### config.mk
export PLATFORM = sky130hd
export DESIGN_NAME = gpout_bank
export DESIGN_NICKNAME = d
export VERILOG_FILES = /design/src/rtl/gpout_bank.sv
export SDC_FILE = /design/constraint.sdc
export NUM_CORES = 1
export LEC_CHECK = 0
export CELL_PAD_IN_SITES_DETAIL_PLACEMENT = 1
export CELL_PAD_IN_SITES_GLOBAL_PLACEMENT = 1
export CORE_MARGIN = 8
export CORE_UTILIZATION = 37
export DETAILED_ROUTE_END_ITERATION = 10
export PLACE_DENSITY = 0.8
export SYNTH_ARGS = -nofsm -noshare
export SYNTH_HDL_FRONTEND = slang
export SYNTH_SLANG_ARGS = --single-unit
### constraint.sdc
create_clock -name i_clk -period 3.1 [get_ports i_clk]
set_clock_uncertainty 0.05 [all_clocks]
set_input_delay 0.31 -clock i_clk [delete_from_list [all_inputs] [get_ports i_clk]]
set_output_delay 0.31 -clock i_clk [all_outputs]
set_load 0.01 [all_outputs]
### src/rtl/gpout_bank.sv
`default_nettype none
// ============================================================================
//  Module   : gpout_bank
//  Purpose  : Bank of general-purpose outputs. Each channel selects one
//             external source bit (or the divided clock, or constant 0) and
//             presents it directly, registered, as a sticky edge flag, or as
//             an edge-driven toggle. Includes a programmable clock divider and
//             a post-load settle window that masks spurious edges.
//  Revision : 1.0 - initial release
// ============================================================================
module gpout_bank #(
  parameter int CHANNELS = 6,
  parameter int SRC_W    = 64,
  parameter int SEL_W    = 7,
  parameter int DIV_W    = 8
) (
  input  logic                      i_clk,
  input  logic                      i_reset_n,
  input  logic [SRC_W-1:0]          i_src,
  input  logic [CHANNELS*SEL_W-1:0] i_sel,
  input  logic [CHANNELS*2-1:0]     i_mode,
  input  logic                      i_load,
  input  logic [CHANNELS-1:0]       i_clear,
  input  logic [DIV_W-1:0]          i_div,
  output logic [CHANNELS-1:0]       o_gpout,
  output logic                      o_clkdiv,
  output logic                      o_busy
);

  localparam logic [1:0]       MODE_DIRECT = 2'b00;
  localparam logic [1:0]       MODE_REG    = 2'b01;
  localparam logic [1:0]       MODE_STICKY = 2'b10;
  localparam logic [1:0]       SETTLE_INIT = 2'd3;
  localparam logic [SEL_W-1:0] CODE_CLKDIV = SEL_W'(SRC_W);

  logic [CHANNELS*SEL_W-1:0] sel_q, sel_d;
  logic [CHANNELS*2-1:0]     mode_q, mode_d;
  logic [1:0]                settle_q, settle_d;
  logic [DIV_W-1:0]          count_q, count_d;
  logic                      clkdiv_q, clkdiv_d;
  logic                      busy;

  assign busy     = (settle_q != 2'd0);
  assign o_busy   = busy;
  assign o_clkdiv = clkdiv_q;

  // Shadow capture, settle countdown and divider next-state
  always_comb begin
    sel_d    = sel_q;
    mode_d   = mode_q;
    settle_d = settle_q;
    count_d  = count_q;
    clkdiv_d = clkdiv_q;
    if (i_load) begin
      sel_d    = i_sel;
      mode_d   = i_mode;
      settle_d = SETTLE_INIT;
    end else if (busy) begin
      settle_d = settle_q - 2'd1;
    end
    // ">=" also catches a count stranded above a freshly lowered terminal
    if (count_q >= i_div) begin
      count_d  = '0;
      clkdiv_d = ~clkdiv_q;
    end else begin
      count_d  = count_q + DIV_W'(1);
    end
  end

  // Shared state registers
  always_ff @(posedge i_clk or negedge i_reset_n) begin
    if (!i_reset_n) begin
      sel_q    <= '0;
      mode_q   <= '0;
      settle_q <= '0;
      count_q  <= '0;
      clkdiv_q <= 1'b0;
    end else begin
      sel_q    <= sel_d;
      mode_q   <= mode_d;
      settle_q <= settle_d;
      count_q  <= count_d;
      clkdiv_q <= clkdiv_d;
    end
  end

  for (genvar c = 0; c < CHANNELS; c++) begin : g_ch
    logic [SEL_W-1:0] code;
    logic [1:0]       mode;
    logic             sel_bit;
    logic             rise;
    logic             out_bit;
    logic             sy1_q, sy2_q, prev_q, state_q, reg_q;
    logic             state_d;

    assign code = sel_q[c*SEL_W +: SEL_W];
    assign mode = mode_q[c*2 +: 2];
    assign rise = sy2_q & ~prev_q & ~busy;

    // Source select: external bit, divided clock, or 0 for unused codes
    always_comb begin
      sel_bit = 1'b0;
      for (int b = 0; b < SRC_W; b++) begin
        if (code == SEL_W'(b)) sel_bit = i_src[b];
      end
      if (code == CODE_CLKDIV) sel_bit = clkdiv_q;
    end

    // Sticky/toggle state update; a clear beats a simultaneous rise
    always_comb begin
      state_d = state_q;
      if (i_clear[c]) begin
        state_d = 1'b0;
      end else if (rise && mode[1]) begin
        state_d = (mode == MODE_STICKY) ? 1'b1 : ~state_q;
      end
    end

    // Synchroniser and history run in every mode so a mode switch sees valid history
    always_ff @(posedge i_clk or negedge i_reset_n) begin
      if (!i_reset_n) begin
        sy1_q   <= 1'b0;
        sy2_q   <= 1'b0;
        prev_q  <= 1'b0;
        state_q <= 1'b0;
        reg_q   <= 1'b0;
      end else begin
        sy1_q   <= sel_bit;
        sy2_q   <= sy1_q;
        prev_q  <= sy2_q;
        state_q <= state_d;
        reg_q   <= sel_bit;
      end
    end

    // Output mux per mode
    always_comb begin
      case (mode)
        MODE_DIRECT: out_bit = sel_bit;
        MODE_REG:    out_bit = reg_q;
        default:     out_bit = state_q;
      endcase
    end

    assign o_gpout[c] = out_bit;
  end

endmodule
`default_nettype wire

== Word-level counts from Yosys, hierarchy flattened ==
Index checks and enable logic that the tools add are counted.
Widths: inputs -> output; s select.

* Bits in registers: 89
* Input bits: 135
* Output and inout bits: 8
* Word-level logic and storage cells: 897

* Add/sub/neg operators: 2
* Magnitude comparators: 1
* Equal/unequal tests: 396
* Mux-type cells: 417
* Bitwise gates (word level): 26
* Reductions and logical operators: 26

{| class="wikitable"
|+ Operators with widths
! kind !! number
|-
| $eq 7x6->1 const B || 192
|-
| $eq 7x5->1 const B || 96
|-
| $mux 1 || 408
|-
| $eq 7x4->1 const B || 48
|-
| $eq 7x3->1 const B || 24
|-
| $eq 7x2->1 const B || 12
|-
| $eq 7x1->1 const B || 6
|-
| $eq 7x7->1 const B || 6
|-
| $logic_not 7->1 || 6
|-
| $reduce_bool 2->1 || 8
|-
| $not 1->1 || 14
|-
| $and 1x1->1 || 12
|-
| $eq 2x1->1 const B || 6
|-
| $eq 2x2->1 const B || 6
|-
| $logic_not 2->1 || 6
|-
| $pmux 1 s2 || 6
|-
| $add 8x1->8 const B || 1
|-
| $ge 8x8->1 || 1
|-
| $mux 8 || 1
|-
| $logic_and 1x1->1 || 6
|-
| $mux 2 || 2
|-
| $sub 2x1->2 const B || 1
|}

== Longest topological paths before layout ==
Gate-level depths: netlist of run 1.

* Depth after elaboration: 67
* Mapped depth: 13
* Depth with buffers taken out: 10

== Least setup slack after synthesis of run 1 ==
No wires, ideal clock.

* Path type: register to output
* Start point: register sel_q[5]
* End point: output port o_gpout[0]
* Arrival time: 2.607 ns
* Data required time: 2.740 ns
* Path slack: 0.133 ns
* Stages on the path, launching flop included: 10
* Buffers on the path: 2
* Cell sequence: dfrtp_1 -> or3b_1 -> buf_2 -> o32a_1 -> a2111oi_2 -> nor2_1 -> or4_1 -> o211ai_2 -> a31oi_1 -> buf_4

* Word-level cells in the longest chain between the ends: 67
* Elaborated cells between the ends (all ways): 131

{| class="wikitable"
|+ Ends and longest elaborated chain
! item !! line !! RTL
|-
| from (decl) || 36 || <nowiki>logic [CHANNELS*SEL_W-1:0] sel_q, sel_d;</nowiki>
|-
| from (signal assigned) || 79 || <nowiki>sel_q <= sel_d;</nowiki>
|-
| $logic_not 7->1 || 104 || <nowiki>if (code == SEL_W'(b)) sel_bit = i_src[b];</nowiki>
|-
| $mux 1 (64 in a row) || 104 ||
|-
| $mux 1 * || 106 || <nowiki>if (code == CODE_CLKDIV) sel_bit = clkdiv_q;</nowiki>
|-
| $pmux 1 s2 * || 138 || <nowiki>case (mode)</nowiki>
|-
| to (decl) || 25 || <nowiki>output logic [CHANNELS-1:0] o_gpout,</nowiki>
|}

Mark *: on every way between the ends. The rest lies on a longest branch, timed or not.

== Worst setup path after layout of run 1 ==
* Start point: register sel_q[0]
* End point: output port o_gpout[0]

Same word-level chain as after synthesis.

==> metrics.csv, run 1 <==
stage,metric,value,unit
synth,Synth area leaders,"dfrtp_1 24%, mux2_2 7.0%, mux2i_1 4.6%, o21ai_0 4.3%, a21oi_1 3.6%",
synth,Post-Synth Simple-Gate Area,0.228,
timing,Worst Tran Pin Value,0.698,ns
worst_setup_path,R2R cell count,9,
timing,final hold violation count,0,
synth,"Top FF cell, synth",dfrtp_1,
synth,share of the yosys chip area belonging to registers,0.242,
grt,GRT Total Usage,0.332,
status,status,finished with violations,
power_and_ir_drop,Gate power share,0.496,
power_and_ir_drop,Net Sw Power,2.29,mW
die,die area,30200,µm²
worst_setup_path,crit path max fanout,7,
worst_setup_path,Startpoint Class,flip-flop,
route,WL per Instance,27.8,µm
hold_path,WHS Path Cells,0,
route,initial DRC count,1129,
cts,CTS tree,built,
die,core area,24400,µm²
hold_path,HP Start,g_ch[5].sy2_q,
worst_setup_path,reg-to-reg critical path endpoint,g_ch[0].reg_q,
worst_setup_path,Critical Path RT,2.74,ns
grt,vias in the first global route,12323,
final_layout,Ant. Diodes,0,
final_layout,post-layout utilization of the core,0.574,
synth,complex-gate fraction of the synthesized area,0.296,
grt,initial antenna violation count,0,
synth,"area leader, netlist",dfrtp_1,
cts,maximum buffer depth of the clock tree,2,
cts,CTS Sinks,89,
die,initial core utilization,0.378,
worst_setup_path,endpoint class of the critical path,output port,
synth,Synth top area share,0.242,
timing,Final Cycle Share,1.07,
cts,H-Tree Depth,3,
worst_setup_path,critical path arrival,2.95,ns
timing,relative slew slack,0.534,
synth,Post-Synth Adder-Cell Area,0.0136,
grt,total gr overflow,0,
power_and_ir_drop,static leakage,5.94,nW
cts,TritonCTS Buffers,9,
die,# IOs,143,
status,failing checks,negative setup slack,
route,drt pass-1 iters,5,
route,number of remaining DRC errors,0,
synth,Seq cells post-synth,89,
power_and_ir_drop,Pwr Density,395,nW/µm²
power_and_ir_drop,Clock Power Share,0.218,
final_layout,"most common cell after layout, fill and taps aside",buf_4,
synth,Mapped Avg Cell Area,7.85,µm²
power_and_ir_drop,internal power,3.24,mW
timing,highest clock rate,302,MHz
timing,fin. max-slew vios,0,
hold_path,Hold Crit Class,flip-flop to flip-flop,
final_layout,fin cells,1874,
worst_setup_path,crit path kind,flip-flop to output port,
grt,first-pass GRT wire length,77200,µm
power_and_ir_drop,sw frac,0.414,
synth,asr flop ratio synth,1.00,
final_layout,most frequent cells in the layout,"286 x buf_4, 126 x clkdlybuf4s50_1, 88 x nand2_1",
route,Routed Antenna Nets,0,
final_layout,fin area,14000,µm²
cts,root buf cell,clkbuf_16,
final_layout,area grow syn2layout,51.8,%
die,die width,174,µm
place,HPWL after DPL,40400,µm
worst_setup_path,reg2reg setup slack,0.52,ns
synth,Post-synth EDFFs,0,
route,drt total wl,52200,µm
place,placed cell count,1843,
route,vias per cell,6.30,
route,via count,11798,
synth,Mapped Area,9220,µm²
synth,xor/xnor cell area share of the yosys netlist,0.00855,
run,# Max-Cap Violations,0,
timing,"Min Clock Period, post-route",3.31,ns
power_and_ir_drop,total power,5.53,mW
final_layout,share of layout cells above drive strength 1,0.334,
final_layout,Final nets,1690,
grt,largest net degree at the start of global routing,51,
timing,TNS Setup,-0.383,ns
synth,synth unique cells,84,
synth,mux share of post-synthesis cell area,0.146,
place,GP Congestion,1.04,
die,Die Ht,174,µm
place,number of port buffers,142,
timing,RSZ-0062 raised after global routing,yes,
cts,"Clk pin slew, worst setup/hold paths",0.09,ns
synth,Synth Net Count,1319,
timing,final setup margin,-0.213,ns
power_and_ir_drop,power share of the sequential group,0.286,
cts,clock latency on the worst-skew pair,0.37,ns
synth,Ys Warns,0,
place,Area after DPL,13000,µm²
worst_setup_path,Crit Reg-Reg Startpoint,sel_q[0],
die,Rows,57,
timing,setup violators final,3,
hold_path,Hold Path End,g_ch[5].prev_q,
power_and_ir_drop,Peak VDD IR,0.000280,V
synth,largest family of logic cells by synthesized area,compound AO/OA/AOI/OAI gates,
synth,Mapped Cells,1174,
[layout make-up]
type / count / area [µm²]
fillers: 2916 / 10400
repair buffers: 459 / 3980
inverters: 57 / 221
well taps: 324 / 405
flip-flops and latches: 89 / 2240
clock buffers: 9 / 225
clock inverters: 7 / 83.8
multi-input cells: 929 / 6830
[power by group through the flow]
| stage | Sequential (mW) | Clock [mW] | Combinational [mW] |
|---|---|---|---|
| final | 1.58 | 1.21 | 2.74 |
| after floorplan | 1.49 | 0 | 1.27 |
| after CTS | 1.57 | 1.24 | 2.62 |
| after global placement | 1.58 | 0 | 2.44 |
| after global routing | 1.60 | 1.26 | 2.90 |
| after detailed placement | 1.59 | 0 | 2.50 |
[kinds of logic (layout without fill, tap and decap cells)]
kind of cell    count (synthesis)  count (layout)
flops                          89              89
buf+inv                       156             532
mux                           115             115
simple gates                  399             399
xor+xnor                        9               9
compound gates                396             396
fa+ha+maj                      10              10
[worst max-delay path by stage]
| stage | from | slack (ns) | endpoint | cells past startpoint |
|---|---|---|---|---|
| after global routing | sel_q[0] | -0.28 | o_gpout[0] | 11 |
| after global placement | i_src[45] | -0.78 | o_gpout[1] | 11 |
| after CTS | sel_q[10] | -0.34 | o_gpout[1] | 10 |
| after floorplan | sel_q[5] | 0.13 | o_gpout[0] | 9 |
| final | sel_q[0] | -0.21 | o_gpout[0] | 10 |
| after detailed placement | i_src[37] | -0.76 | o_gpout[1] | 11 |
[critical path: stages, from the launching register on]
cell and delay, ns:
dfrtp_2 0.53, mux2_4 0.33, a221oi_2 0.23, buf_4 0.16
a211oi_2 0.04, a31oi_1 0.17, nand2_1 0.11, or4_4 0.54
o211ai_2 0.21, a31oi_1 0.11, buf_2 0.15
[registers in the layout (all words and copies together) (netlist names), 2 cells and up]
signal / cells
mode_q: 12
g_ch.sy2_q: 6
g_ch.state_q: 6
g_ch.prev_q: 6
count_q: 8
settle_q: 2
g_ch.reg_q: 6
sel_q: 42
[metrics by stage]
stage | setup slack, ns | hold slack, ns
after floorplan | 0.133 | -0.0356
after global placement | -0.779 | 0.270
after detailed placement | -0.756 | 0.277
after CTS | -0.340 | 0.319
after global routing | -0.278 | 0.324
final | -0.213 | 0.318
[layer usage]
metal | GRT usage | share of wire | up-vias
met5 | 0 | 0 | -
met2 | 0.533 | 0.45 | 596
met1 | 0.410 | 0.41 | 5804
met4 | 0.197 | 0.069 | 0
met3 | 0.0586 | 0.076 | 200
li1 | - | - | 5198
[cells in the mapped netlist (6+ instances only)]
cell type and n:
dfrtp_1 89, nand2_1 88, nor2_1 85, o21ai_0 79
clkbuf_1 78, a21oi_1 67, mux2_2 57, inv_1 53
nand3_1 44, mux2i_1 42, nor2b_1 33, nand2b_1 27
nor3_1 24, o22ai_1 24, a211oi_1 20, nor3b_1 15
a22oi_1 14, nand3b_1 14, a21o_1 13, a221oi_1 13
buf_1 12, o211ai_1 12, o31ai_1 12, a31oi_1 11
a2bb2oi_1 10, ha_1 10, o21ai_1 10, a32oi_1 9
mux4_2 9, nand4_1 9, and3_1 8, a22o_1 7
mux2_1 7, nor4_1 7, o21a_1 7, o41ai_1 7
a221o_1 6, and3b_1 6, buf_4 6, o221ai_1 6
or3_1 6, xor2_1 6
[timing repair]
action | CTS | global route
pin swaps | 35 | 35
hold endpoints to repair | 39 | 0
resized for setup | 109 | 63
hold buffers | 1 | 0
setup buffers | 12 | 4
endpoints found under the setup margin | 6 | 6
(Power assumes the default switching activity.)
==> inputs of run 2 (changes only) <==
Settings changed: PLACE_DENSITY 0.8 to 0.75.
==> metrics.csv, run 2 (synthesis results as in run 1) <==
stage,metric,value,unit,change
status,status,finished with violations,,unchanged
status,failing checks,negative setup slack,,unchanged
final_layout,fin cells,1900,,was 1874
cts,maximum buffer depth of the clock tree,2,,unchanged
die,# IOs,143,,unchanged
grt,vias in the first global route,12590,,was 12323
cts,clock latency on the worst-skew pair,0.37,ns,about the same
timing,final hold violation count,0,,unchanged
cts,cts hold-fix bufs,0,,was 1
final_layout,largest registers,"sel_q (42), mode_q (12), count_q (8)",,unchanged
route,initial DRC count,1187,,was 1129
grt,total gr overflow,0,,unchanged
place,placed cell count,1846,,was 1843
route,Routed met2 length,24400,µm,was 23300 µm
timing,RSZ-0062 raised after global routing,yes,,unchanged
place,Area after DPL,13100,µm²,was 13000 µm²
worst_setup_path,Crit path max-delay family,compound AO/OA/AOI/OAI gates,,unchanged
worst_setup_path,Critical Path RT,2.74,ns,about the same
route,met3 WL,4930,µm,was 3960 µm
worst_setup_path,CP max stage cell,dfrtp_2,,was or4_4
place,GP Congestion,1.12,,was 1.04
power_and_ir_drop,Pwr Density,393,nW/µm²,was 395 nW/µm²
power_and_ir_drop,static leakage,6.16,nW,was 5.94 nW
die,die width,174,µm,unchanged
die,Die Ht,174,µm,unchanged
worst_setup_path,"slowest stage delay, CP",0.49,ns,was 0.54 ns
hold_path,Hold Crit Class,primary input to async pin,,was flip-flop to flip-flop
cts,TritonCTS Buffers,9,,unchanged
final_layout,area grow syn2layout,58.2,%,was 51.8%
route,number of remaining DRC errors,0,,unchanged
route,Routed Antenna Nets,0,,unchanged
die,Rows,57,,unchanged
final_layout,Final nets,1715,,was 1690
final_layout,share of layout cells above drive strength 1,0.361,,was 0.334
worst_setup_path,Crit Reg-Reg Startpoint,sel_q[8],,was sel_q[0]
worst_setup_path,"Cell Chain, Critical Path","buf_6, mux2_2, a21oi_2, o32ai_2, or4_1, a311oi_1, a211oi_1, o211ai_2, a31oi_1, buf_2",,"was mux2_4, a221oi_2, buf_4, a211oi_2, a31oi_1, nand2_1, or4_4, o211ai_2, a31oi_1, buf_2"
worst_setup_path,Worst Path Buf+Inv,2,,unchanged
route,DR top layer,met5,,was met4
cts,CTS Sinks,89,,unchanged
worst_setup_path,endpoint class of the critical path,output port,,unchanged
route,WL per Instance,29.1,µm,was 27.8 µm
final_layout,fillers,2851,,was 2916
grt,largest net degree at the start of global routing,79,,was 51
cts,CTS tree,built,,unchanged
final_layout,"most common cell after layout, fill and taps aside",buf_4,,unchanged
final_layout,Reg with most FFs,sel_q,,unchanged
worst_setup_path,crit path max fanout,5,,was 7
timing,relative slew slack,0.259,,was 0.534
worst_setup_path,crit path kind,flip-flop to output port,,unchanged
final_layout,multi-input logic area,7040,µm²,was 6830 µm²
place,number of port buffers,142,,unchanged
route,vias per cell,6.41,,was 6.30
route,M1 WL,21900,µm,was 21300 µm
worst_setup_path,Startpoint Class,flip-flop,,unchanged
power_and_ir_drop,Peak VDD IR,0.000297,V,was 0.000280 V
timing,highest clock rate,299,MHz,was 302 MHz
grt,initial antenna violation count,4,,was 0
worst_setup_path,Setup crit start,sel_q[0],,unchanged
place,HPWL after DPL,41100,µm,was 40400 µm
cts,root buf cell,clkbuf_16,,unchanged
timing,TNS Setup,-0.584,ns,was -0.383 ns
timing,setup violators final,5,,was 3
power_and_ir_drop,total power,5.74,mW,was 5.53 mW
route,via count,12186,,was 11798
final_layout,fin area,14600,µm²,was 14000 µm²
route,drt total wl,55200,µm,was 52200 µm
timing,Worst Tran Pin Value,1.11,ns,was 0.698 ns
cts,"Clk pin slew, worst setup/hold paths",0.08,ns,was 0.09 ns
timing,Final Cycle Share,1.08,,was 1.07
cts,H-Tree Depth,3,,unchanged
grt,GRT Total Usage,0.344,,was 0.332
timing,Hold WS,0.00218,ns,was 0.318 ns
grt,first-pass GRT wire length,80000,µm,was 77200 µm
timing,fin. max-slew vios,0,,unchanged
route,drt pass-1 iters,6,,was 5
final_layout,Seq. cell area,2240,µm²,about the same
run,# Max-Cap Violations,0,,unchanged
final_layout,max reg flops,42,,unchanged
timing,"Min Clock Period, post-route",3.34,ns,was 3.31 ns
timing,final setup margin,-0.243,ns,was -0.213 ns
final_layout,most frequent cells in the layout,"299 x buf_4, 132 x clkdlybuf4s50_1, 88 x nand2_1",,"was 286 x buf_4, 126 x clkdlybuf4s50_1, 88 x nand2_1"
die,core area,24400,µm²,unchanged
worst_setup_path,critical path arrival,2.98,ns,was 2.95 ns
die,initial core utilization,0.378,,unchanged
die,die area,30200,µm²,unchanged
run 2: cell types whose count changed in the layout (fill, tap and decap cells not counted), moves of 4 or more:
cell and delta:
mux2_2 +4, buf_12 +10, dlygate4sd2_1 -4, clkdlybuf4s50_1 +6, a211oi_1 -4, a211oi_2 +4
buf_4 +13, o21ai_0 -5
run 2: timing repair:
action / in CTS / in global routing
cloned: 3 / 1
gates resized for setup: 121 / 88
setup buffers: 17 / 22
endpoints found under the setup margin: 6 / 6
pin swaps: 47 / 51
run 2: path summary, 6_finish.rpt:
check,depth (start not counted),slack [ns],to
max,10,-0.24,o_gpout[0]
max in group asynchronous,1,2.10,sel_q[9]
min reg2reg,0,0.33,g_ch[5].prev_q
min in group i_clk,0,0.33,g_ch[5].prev_q
min,1,0.002,sel_q[19]
max reg2reg,11,0.40,g_ch[1].reg_q
run 2: power breakdown:
| group | internal [mW] | switching [mW] | total, mW |
|---|---|---|---|
| Sequential | 1.35 | 0.222 | 1.57 |
| Combinational | 1.43 | 1.55 | 2.98 |
| Clock | 0.577 | 0.606 | 1.18 |
run 2: stage by stage:
| stage | setup slack (ns) | utilization |
|---|---|---|
| after floorplan | 0.133 | - |
| after global placement | -0.452 | 0.538 |
| after CTS | -0.156 | 0.574 |
| after detailed placement | -0.458 | 0.538 |
| after global routing | -0.291 | 0.598 |
| final | -0.243 | 0.598 |
run 2: area by class of cell:
type / count / share of cell area
clock inverters: 7 / 0.00523
well taps: 324 / 0.0278
inverters: 57 / 0.0157
repair buffers: 484 / 0.299
diodes: 1 / 0.000172
flip-flops and latches: 89 / 0.154
clock buffers: 9 / 0.0154
multi-input cells: 929 / 0.483
run 2: worst register-to-register path, stage by stage (launching register included):
cell and delay (ns):
dfrtp_1 0.39, buf_12 0.12, buf_4 0.14, mux4_2 0.54, a21oi_4 0.21, o22ai_2 0.11, a222oi_1 0.40, o32ai_2 0.17
buf_4 0.16, buf_4 0.12, nor2_1 0.10, o21ai_1 0.07
run 2: per-layer routing:
layer,up-vias,global-route usage
met1,5992,0.431
met5,-,0
met3,245,0.0686
li1,5240,-
met2,707,0.536
met4,2,0.209
==> inputs of run 3 (changes only) <==
Settings changed: ABC_AREA from default to 0, CORE_UTILIZATION 37 to 44, DONT_BUFFER_PORTS from default to 1, PLACE_DENSITY 0.75 to 0.8.
==> metrics.csv, run 3 (synthesis results as in run 1) <==
stage,metric,value,unit,change
status,status,finished with violations,,unchanged
status,failing checks,negative setup slack,,unchanged
power_and_ir_drop,static leakage,4.29,nW,was 6.16 nW
place,HPWL after DPL,29900,µm,was 41100 µm
route,initial DRC count,1111,,was 1187
run,# Max-Cap Violations,0,,unchanged
worst_setup_path,Startpoint Class,flip-flop,,unchanged
route,number of remaining DRC errors,0,,unchanged
worst_setup_path,critical path arrival,2.82,ns,was 2.98 ns
grt,GRT Total Usage,0.323,,was 0.344
hold_path,Hold Crit Class,primary input to flip-flop,,was primary input to async pin
cts,"Clk pin slew, worst setup/hold paths",0.09,ns,was 0.08 ns
route,Routed Antenna Nets,0,,unchanged
place,GP Congestion,1.02,,was 1.12
final_layout,fin area,10800,µm²,was 14600 µm²
route,vias per cell,7.15,,was 6.41
power_and_ir_drop,Peak VDD IR,0.000268,V,was 0.000297 V
timing,Final Cycle Share,1.03,,was 1.08
grt,initial antenna violation count,2,,was 4
place,Area after DPL,9740,µm²,was 13100 µm²
cts,H-Tree Depth,3,,unchanged
route,via count,10625,,was 12186
timing,relative slew slack,0.557,,was 0.259
worst_setup_path,Critical Path RT,2.74,ns,about the same
final_layout,Final nets,1350,,was 1715
final_layout,most frequent cells in the layout,"90 x buf_4, 88 x nand2_1, 84 x nor2_1",,"was 299 x buf_4, 132 x clkdlybuf4s50_1, 88 x nand2_1"
final_layout,max reg flops,42,,unchanged
worst_setup_path,endpoint class of the critical path,output port,,unchanged
timing,highest clock rate,314,MHz,was 299 MHz
cts,TritonCTS Buffers,9,,unchanged
timing,final hold violation count,0,,unchanged
final_layout,fillers,2530,,was 2851
timing,RSZ-0062 raised after global routing,yes,,unchanged
die,initial core utilization,0.443,,was 0.378
grt,first-pass GRT wire length,64300,µm,was 80000 µm
cts,root buf cell,clkbuf_16,,unchanged
cts,CTS Sinks,89,,unchanged
route,drt pass-1 iters,8,,was 6
timing,fin. max-slew vios,0,,unchanged
final_layout,"most common cell after layout, fill and taps aside",buf_4,,unchanged
cts,maximum buffer depth of the clock tree,2,,unchanged
final_layout,share of layout cells above drive strength 1,0.230,,was 0.361
worst_setup_path,crit path max fanout,9,,was 5
timing,final setup margin,-0.0845,ns,was -0.243 ns
die,die area,25800,µm²,was 30200 µm²
die,core area,20800,µm²,was 24400 µm²
timing,Hold WS,0.0116,ns,was 0.00218 ns
die,# IOs,143,,unchanged
place,number of port buffers,0,,was 142
timing,Worst Tran Pin Value,0.660,ns,was 1.11 ns
route,WL per Instance,29.7,µm,was 29.1 µm
worst_setup_path,crit path kind,flip-flop to output port,,unchanged
grt,total gr overflow,0,,unchanged
final_layout,largest registers,"sel_q (42), mode_q (12), count_q (8)",,unchanged
timing,"Min Clock Period, post-route",3.18,ns,was 3.34 ns
final_layout,Reg with most FFs,sel_q,,unchanged
timing,setup violators final,2,,was 5
grt,vias in the first global route,10411,,was 12590
cts,clock latency on the worst-skew pair,0.37,ns,about the same
power_and_ir_drop,Pwr Density,433,nW/µm²,was 393 nW/µm²
die,Die Ht,161,µm,was 174 µm
final_layout,area grow syn2layout,17.5,%,was 58.2%
cts,CTS tree,built,,unchanged
route,drt total wl,44200,µm,was 55200 µm
die,Rows,53,,was 57
grt,largest net degree at the start of global routing,90,,was 79
die,die width,161,µm,was 174 µm
## run 3: layout make-up
| type | instances | area, µm² | share of cell area |
|---|---|---|---|
| Multi-Input combinational cell | 929 | 6660 | 0.614 |
| Sequential cell | 89 | 2250 | 0.208 |
| Timing Repair Buffer | 119 | 1060 | 0.0982 |
| Tap cell | 275 | 344 | 0.0318 |
| Clock buffer | 9 | 225 | 0.0208 |
| Inverter | 57 | 221 | 0.0204 |
| Clock inverter | 7 | 67.6 | 0.00624 |
| Antenna cell | 1 | 2.50 | 0.000231 |
## run 3: repair_timing
item / CTS / global route
hold endpoints to repair: 98 / 0
pin swaps: 15 / 20
cloned: 1 / 0
gates resized for setup: 37 / 64
setup buffers: 13 / 23
hold buffers: 9 / 0
endpoints found under the setup margin: 6 / 6
## run 3: final timing paths
kind                          startpoint             end  slack [ns]  cells after the start
setup / recovery                sel_q[0]      o_gpout[0]       -0.08                      9
hold / removal                    i_load       sel_q[36]        0.01                      1
setup reg to reg                sel_q[0]   g_ch[0].reg_q        0.41                     10
hold reg to reg            g_ch[4].sy2_q  g_ch[4].prev_q        0.32                      0
max in group asynchronous      i_reset_n       sel_q[29]        2.11                      2
min in group asynchronous      i_reset_n       sel_q[27]        0.43                      2
## run 3: where the power goes
group          leakage, nW  internal [mW]  switching (mW)  total [mW]
Combinational         3.08          0.899            1.02        1.92
Clock                0.142          0.571           0.597        1.17
Sequential            1.07           1.35           0.255        1.60
## run 3: critical path, cell delays in order, from the launching register on
cell and delay, ns:
dfrtp_2 0.47, buf_6 0.16, mux2_1 0.33, o22ai_1 0.13, a211oi_1 0.12, a31oi_1 0.17
nand2_1 0.09, or4_4 0.55, o211ai_4 0.27, a31oi_4 0.14
## run 3: through the flow
step / power, mW / setup TNS [ns] / setup WS, ns / util / instances
6_report: 4.69 / -0.162 / -0.0845 / 0.520 / 1486
5_1_grt: 4.93 / -0.481 / -0.185 / 0.520 / 1485
4_1_cts: 4.53 / -0.0298 / -0.0298 / 0.499 / 1462
3_5_place_dp: 3.24 / 0 / 0.121 / 0.468 / 1423
3_3_place_gp: 3.18 / 0 / 0.159 / 0.468 / 1423
2_1_floorplan: 2.76 / 0 / 0.133 / - / 1174
## run 3: routing by layer
metal	global-route usage	up-vias	part of all wire
li1	-	4509	-
met5	0	-	0.00072
met3	0.0980	228	0.11
met4	0.230	4	0.079
met1	0.387	5216	0.37
met2	0.486	668	0.43
==> RTL change 1 (config.mk and constraints of run 2) <==
Put a register stage on the output `o_gpout`, with the module's reset. The value now appears one clock later. The other outputs are not delayed to match.
--- a/src/rtl/gpout_bank.sv
+++ b/src/rtl/gpout_bank.sv
@@ -34,2 +34,4 @@
   localparam logic [SEL_W-1:0] CODE_CLKDIV = SEL_W'(SRC_W);
+
+  logic [CHANNELS-1:0] o_gpout_d;
 
@@ -144,3 +146,11 @@
 
-    assign o_gpout[c] = out_bit;
+    assign o_gpout_d[c] = out_bit;
+  end
+
+  always_ff @(posedge i_clk or negedge i_reset_n) begin
+    if (!i_reset_n) begin
+      o_gpout <= '0;
+    end else begin
+      o_gpout <= o_gpout_d;
+    end
   end
Check against the original RTL: not equivalent (Yosys sat finds a counterexample within 4 cycles, from zero or initial values and one cycle with i_reset_n low).
==> RTL change 1 against run 2 <==
- die area rose by 0.28%
- core utilization decreased by 13 points
- non-clock buffer count shrank 241
- count of clock-buffer cells in the layout stayed put
- sequential cell count is 6 higher
- routed wire length down 22%
- design area shrank 20%
- critical endpoint is now o_gpout[1]
- setup slack better by 0.48 ns
- synthesized area rose by 0.31%
- critical path type is now flop to flop
- power fell by 14%
- first-iteration DRC count is 9.9% higher
==> RTL change 1: results (changes against run 2) <==
The capture instance of the worst register-to-register path is o_gpout[1]. The area fraction in compound gates after synthesis is 0.2890 (-0.007416). The post-CTS setup repair buffer count is 0 (-17). The share of final-layout standard cells stronger than drive strength 1 came to 0.1671 (-0.1936).

The routed length per placed instance is 26.51 µm (-8.8%). The total of endpoints with negative setup slack in the final report is 0 (-5). The met2 layer usage reported by global route came to 0.4193 (-0.1172). The initial detailed-routing violation count came out at 1305 (+9.9%). The longest individual stage delay on the worst path came out at 0.96 ns (+0.47 ns).

The number of gates resized after cts came out at 0 (-100%). The placer's final routability congestion estimate is 1.007 (-10%). The all-layer global routing usage came out at 0.2794 (-0.06432).

The initial antenna violation count came to 0 (-4). The amount of wire on met2 after detailed routing is 18.66 mm (-23%). The number of nets at the end of the flow is 1439 (-16%). The run finished with clean final reports. The top fanout value on the critical path came out at 28 (+23). The first-pass iteration count of the detailed router came to 5 (-1). The fraction of synthesized area in multiplexers is 0.1396 (-0.006135). The combinational cell fraction of total power is 0.406 (-0.114).

The remaining max-slew budget at the tightest pin is 0.3845 (+0.1258). The sum of routed wire segments on met1 was 18.03 mm (-18%). The peak supply drop was 0.2178 mV (-27%). The number of placed cells counting well taps came to 1612 (-13%). The met3 routed wirelength is 3.896 mm (-21%). The net count after synthesis came to 1279 (-3.0%). The adder-cell area share of the yosys netlist came out at 0.01353 (-0.00004222). The total detailed-routing wirelength is 43.18 mm (-22%). The cell area after placement came out at 11420 µm² (-13%).

The worst hold path stage count came out at 0. The total sequential power is 1740 µW (+11%). The routing usage on met1 is 0.3647 (-0.06610). The startpoint identified for the worst hold timing path is g_ch[3].reg_q. The static power due to leakage came out at 0.004615 µW (-25%).

The tightest min-delay check is of the flop to flop type. The count of cell types in the netlist is 78 (-7.1%). The share of the yosys chip area belonging to registers came out at 0.2570 (+0.01548). The count of buffers inserted at the top-level ports was 142 (unchanged). The depth of the worst register-to-register path is 8 (-3). The final antenna diode count is 0 (-1). The internal cell power was 2944 µW (-12%). The instance count of the mapped netlist came to 1134 (-3.4%).

In this run the top signal layer used is met4. The count of hold-fix buffers inserted at cts came out at 1 (+1). The sequential fraction of design power was 0.352 (+0.078). The parity-gate share of the synthesized area counting xor and xnor cells is 0.007576 (-0.0009736). The via count of the routed design came out at 10560 (-13%). The worst-case hold slack is 0.3176 ns (+0.3155 ns).

The post-placement worst setup slack is 0.1470 ns (+0.6050 ns). The insertion delay to the later sink of the worst-skew pair was 0.37 ns (about the same). Yosys attributes the largest share of cell area to dfrtp_1 26%, mux2_2 8.5%, o21ai_0 4.5%.

After synthesis, the most frequently instantiated cells are 95 x dfrtp_1, 85 x nor2_1, 83 x o21ai_0, 74 x nand2_1, 71 x a21oi_1. The total half-perimeter wirelength after legalization and detailed placement is 32.72 mm (-20%). The met3 track utilization from global routing is 0.06661 (-0.002004). The first-pass GRT wire length is 66.21 mm (-17%). The pin count of the biggest net entering global routing is 50 (-37%). The slowest stage of the critical path is the dfrtp_1 cell. The worst setup slack for register-to-register paths is 0.24 ns (-0.16 ns).
RTL change 1: cell count changes in the layout (fill, tap and decap cells not counted), moves of 13 or more:
cell,delta
buf_4,-200
buf_12,-18
buf_6,-18
a221oi_1,+17
dfrtp_1,+17
nand3_1,-17
nand2b_1,+15
nand2_1,-14
o21ai_1,-13
RTL change 1: cell type report:
type	count	area (µm²)
fillers	2961	13150
multi-input cells	907	6300
flip-flops and latches	95	2379
repair buffers	243	2200
well taps	330	412.9
clock buffers	9	225.2
inverters	38	142.6
clock inverters	7	78.83
RTL change 1: how the worst max path moves through the flow:
stage,startpoint,to,slack [ns],depth (start not counted)
finish,sel_q[8],o_gpout[1],0.24,8
global route,sel_q[1],o_gpout[0],0.08,8
CTS,sel_q[8],o_gpout[1],0.19,8
detailed placement,i_src[7],o_gpout[3],0.15,9
global placement,i_src[7],o_gpout[3],0.22,9
floorplan,sel_q[28],o_gpout[4],0.84,7
==> RTL change 2 (flow settings as in run 2) <==
Without the edit above. Change the parameter `SEL_W` from 7 to 8.
--- a/src/rtl/gpout_bank.sv
+++ b/src/rtl/gpout_bank.sv
@@ -13,3 +13,3 @@
   parameter int SRC_W    = 64,
-  parameter int SEL_W    = 7,
+  parameter int SEL_W    = 8,
   parameter int DIV_W    = 8
Interface: changed (resized i_sel); port bits go from 143 to 149. No check against the original RTL was run, so the function may have changed too.
==> RTL change 2 against run 2 <==
- the flow still finishes with violations (negative setup slack)
- critical path type unchanged
- highest routed layer is now met4
- routed wire length fell by 7.1%
- non-clock buffer count rose by 22
- sequential power rose by 3%
- sequential share of layout area rose by 1.2 points
- sequential cell count rose by 6
- critical path depth rose by 1
- setup slack got worse by 0.021 ns
- die area rose by 1.5%
- design area fell by 0.97%
- global-route usage fell by 1.6 points
- combinational power fell by 7.4%
- synthesized area rose by 1.7%
- power fell by 3.6%
==> RTL change 2: results (changes against run 2) <==
Ranked by instance count, the synthesized netlist is headed by 108 x nand2_1, 101 x nor2_1, 101 x o21ai_0, 95 x dfrtp_1. The total sequential power came out at 1610 µW (+3%). The multi-input gate area in the final layout came out at 6650 µm² (-5.6%). The total of endpoints with negative setup slack in the final report came to 6 (+1). The largest registers in the layout are sel_q: 48 flops, mode_q: 12 flops, count_q: 8 flops. The count of multi-input combinational gates is 935 (+0.65%).

The static power due to leakage is 0.006107 µW (-0.80%). The sequential cell area came out at 2389 µm² (+6.5%). The via count of the routed design came out at 11830 (-3.0%). The run finished, with violations left.

The via count of the first global-routing pass is 12670 (+0.65%). The final setup slack of the worst path came out at -0.2639 ns (-0.02052 ns). The number of gates resized after cts came out at 89 (-26%).

The all-layer global routing usage came out at 0.3279 (-0.01586). The portion of the layout cell area used by clock cells came out at 0.01940 (-0.001270). The non-clock inverter instance count of the final layout is 51 (-11%).

The worst setup slack for register-to-register paths was 0.52 ns (+0.12 ns). The count of buffers inserted at the top-level ports came out at 148 (+4.2%). The depth of the worst register-to-register path is 9 (-2). The share of final-layout standard cells stronger than drive strength 1 came out at 0.3313 (-0.02938). The via-per-instance ratio is 6.114 (-4.7%). By area the synthesized netlist is led by dfrtp_1 25%, mux2_2 7.2%, o21ai_0 5.4%. The sum of negative setup slack is -0.6963 ns (-0.1121 ns). The min-delay analysis places its worst path in the category flop to flop. The filler cell count in the final layout is 3018 (+5.9%). The post-placement worst setup slack is -0.7325 ns (-0.2744 ns). The checks that failed: negative setup slack.

The placer's final routability congestion estimate came out at 1.021 (-9.0%). The internal cell power is 3324 µW (-0.91%). The worst register-to-register path ends at g_ch[2].reg_q. The share of the yosys chip area belonging to registers came out at 0.2535 (+0.01198). The routed length per placed instance came to 26.53 µm (-8.8%). The top fanout value on the critical path was 7 (+2). The placement row count was 58 (+1.8%). The power density over cell area is 382.6 nW/µm² (-2.7%). The most common cell in the synthesized netlist is nand2_1.

The peak supply drop is 0.2966 mV (-0.20%). The number of clock buffers in the layout is 10 (+1).
## RTL change 2: cell types whose count changed in the layout (fill, tap and decap cells not counted), sizes merged, moves of 7 or more
| cell | run 2 | this run |
|---|---|---|
| nand2 | 88 | 108 |
| nor2 | 85 | 101 |
| buf | 349 | 363 |
| a31oi | 11 | 24 |
| o21ai | 89 | 102 |
| nand3 | 44 | 33 |
| mux2i | 42 | 32 |
| mux4 | 9 | 19 |
| nor3b | 15 | 6 |
| o211ai | 13 | 21 |
| a21oi | 67 | 60 |
| nand2b | 27 | 34 |
## RTL change 2: logic make-up (layout without fill, tap and decap cells)
family	after synthesis	after routing	synth area share
AO/OA/AOI/OAI	390	390	0.2814
flip-flops	95	95	0.2535
XOR/XNOR	8	8	0.007473
AND/OR/NAND/NOR	416	416	0.2244
buffers and inverters	147	573	0.06752
multiplexers	111	111	0.1523
adder cells (fa/ha/maj)	10	10	0.01334
other	0	1	0
## RTL change 2: how the worst max path moves through the flow
stage | to | from
5_1_grt | o_gpout[2] | sel_q[16]
4_1_cts | o_gpout[2] | sel_q[16]
3_5_place_dp | o_gpout[2] | i_src[16]
3_3_place_gp | o_gpout[2] | i_src[3]
2_1_floorplan | o_gpout[2] | sel_q[16]
6_report | o_gpout[2] | sel_q[16]
## RTL change 2: worst max-delay path: stages, from the launching register on
cell and delay, ns:
dfrtp_2 0.48, buf_6 0.16, or2_2 0.31, o22ai_1 0.17, nand2_1 0.10, a21oi_2 0.20
o21ai_2 0.09, a311oi_2 0.40, o41ai_4 0.11, a211o_1 0.35, a21oi_1 0.13, buf_2 0.15
## RTL change 2: per-layer routing
layer  vias to the layer above  part of all wire  GRT usage
met5                         -                 0          0
met4                         0             0.068     0.1960
met3                       185             0.068    0.05569
met2                       525              0.46     0.5338
met1                      5834              0.40     0.4011
li1                       5281                 -          -
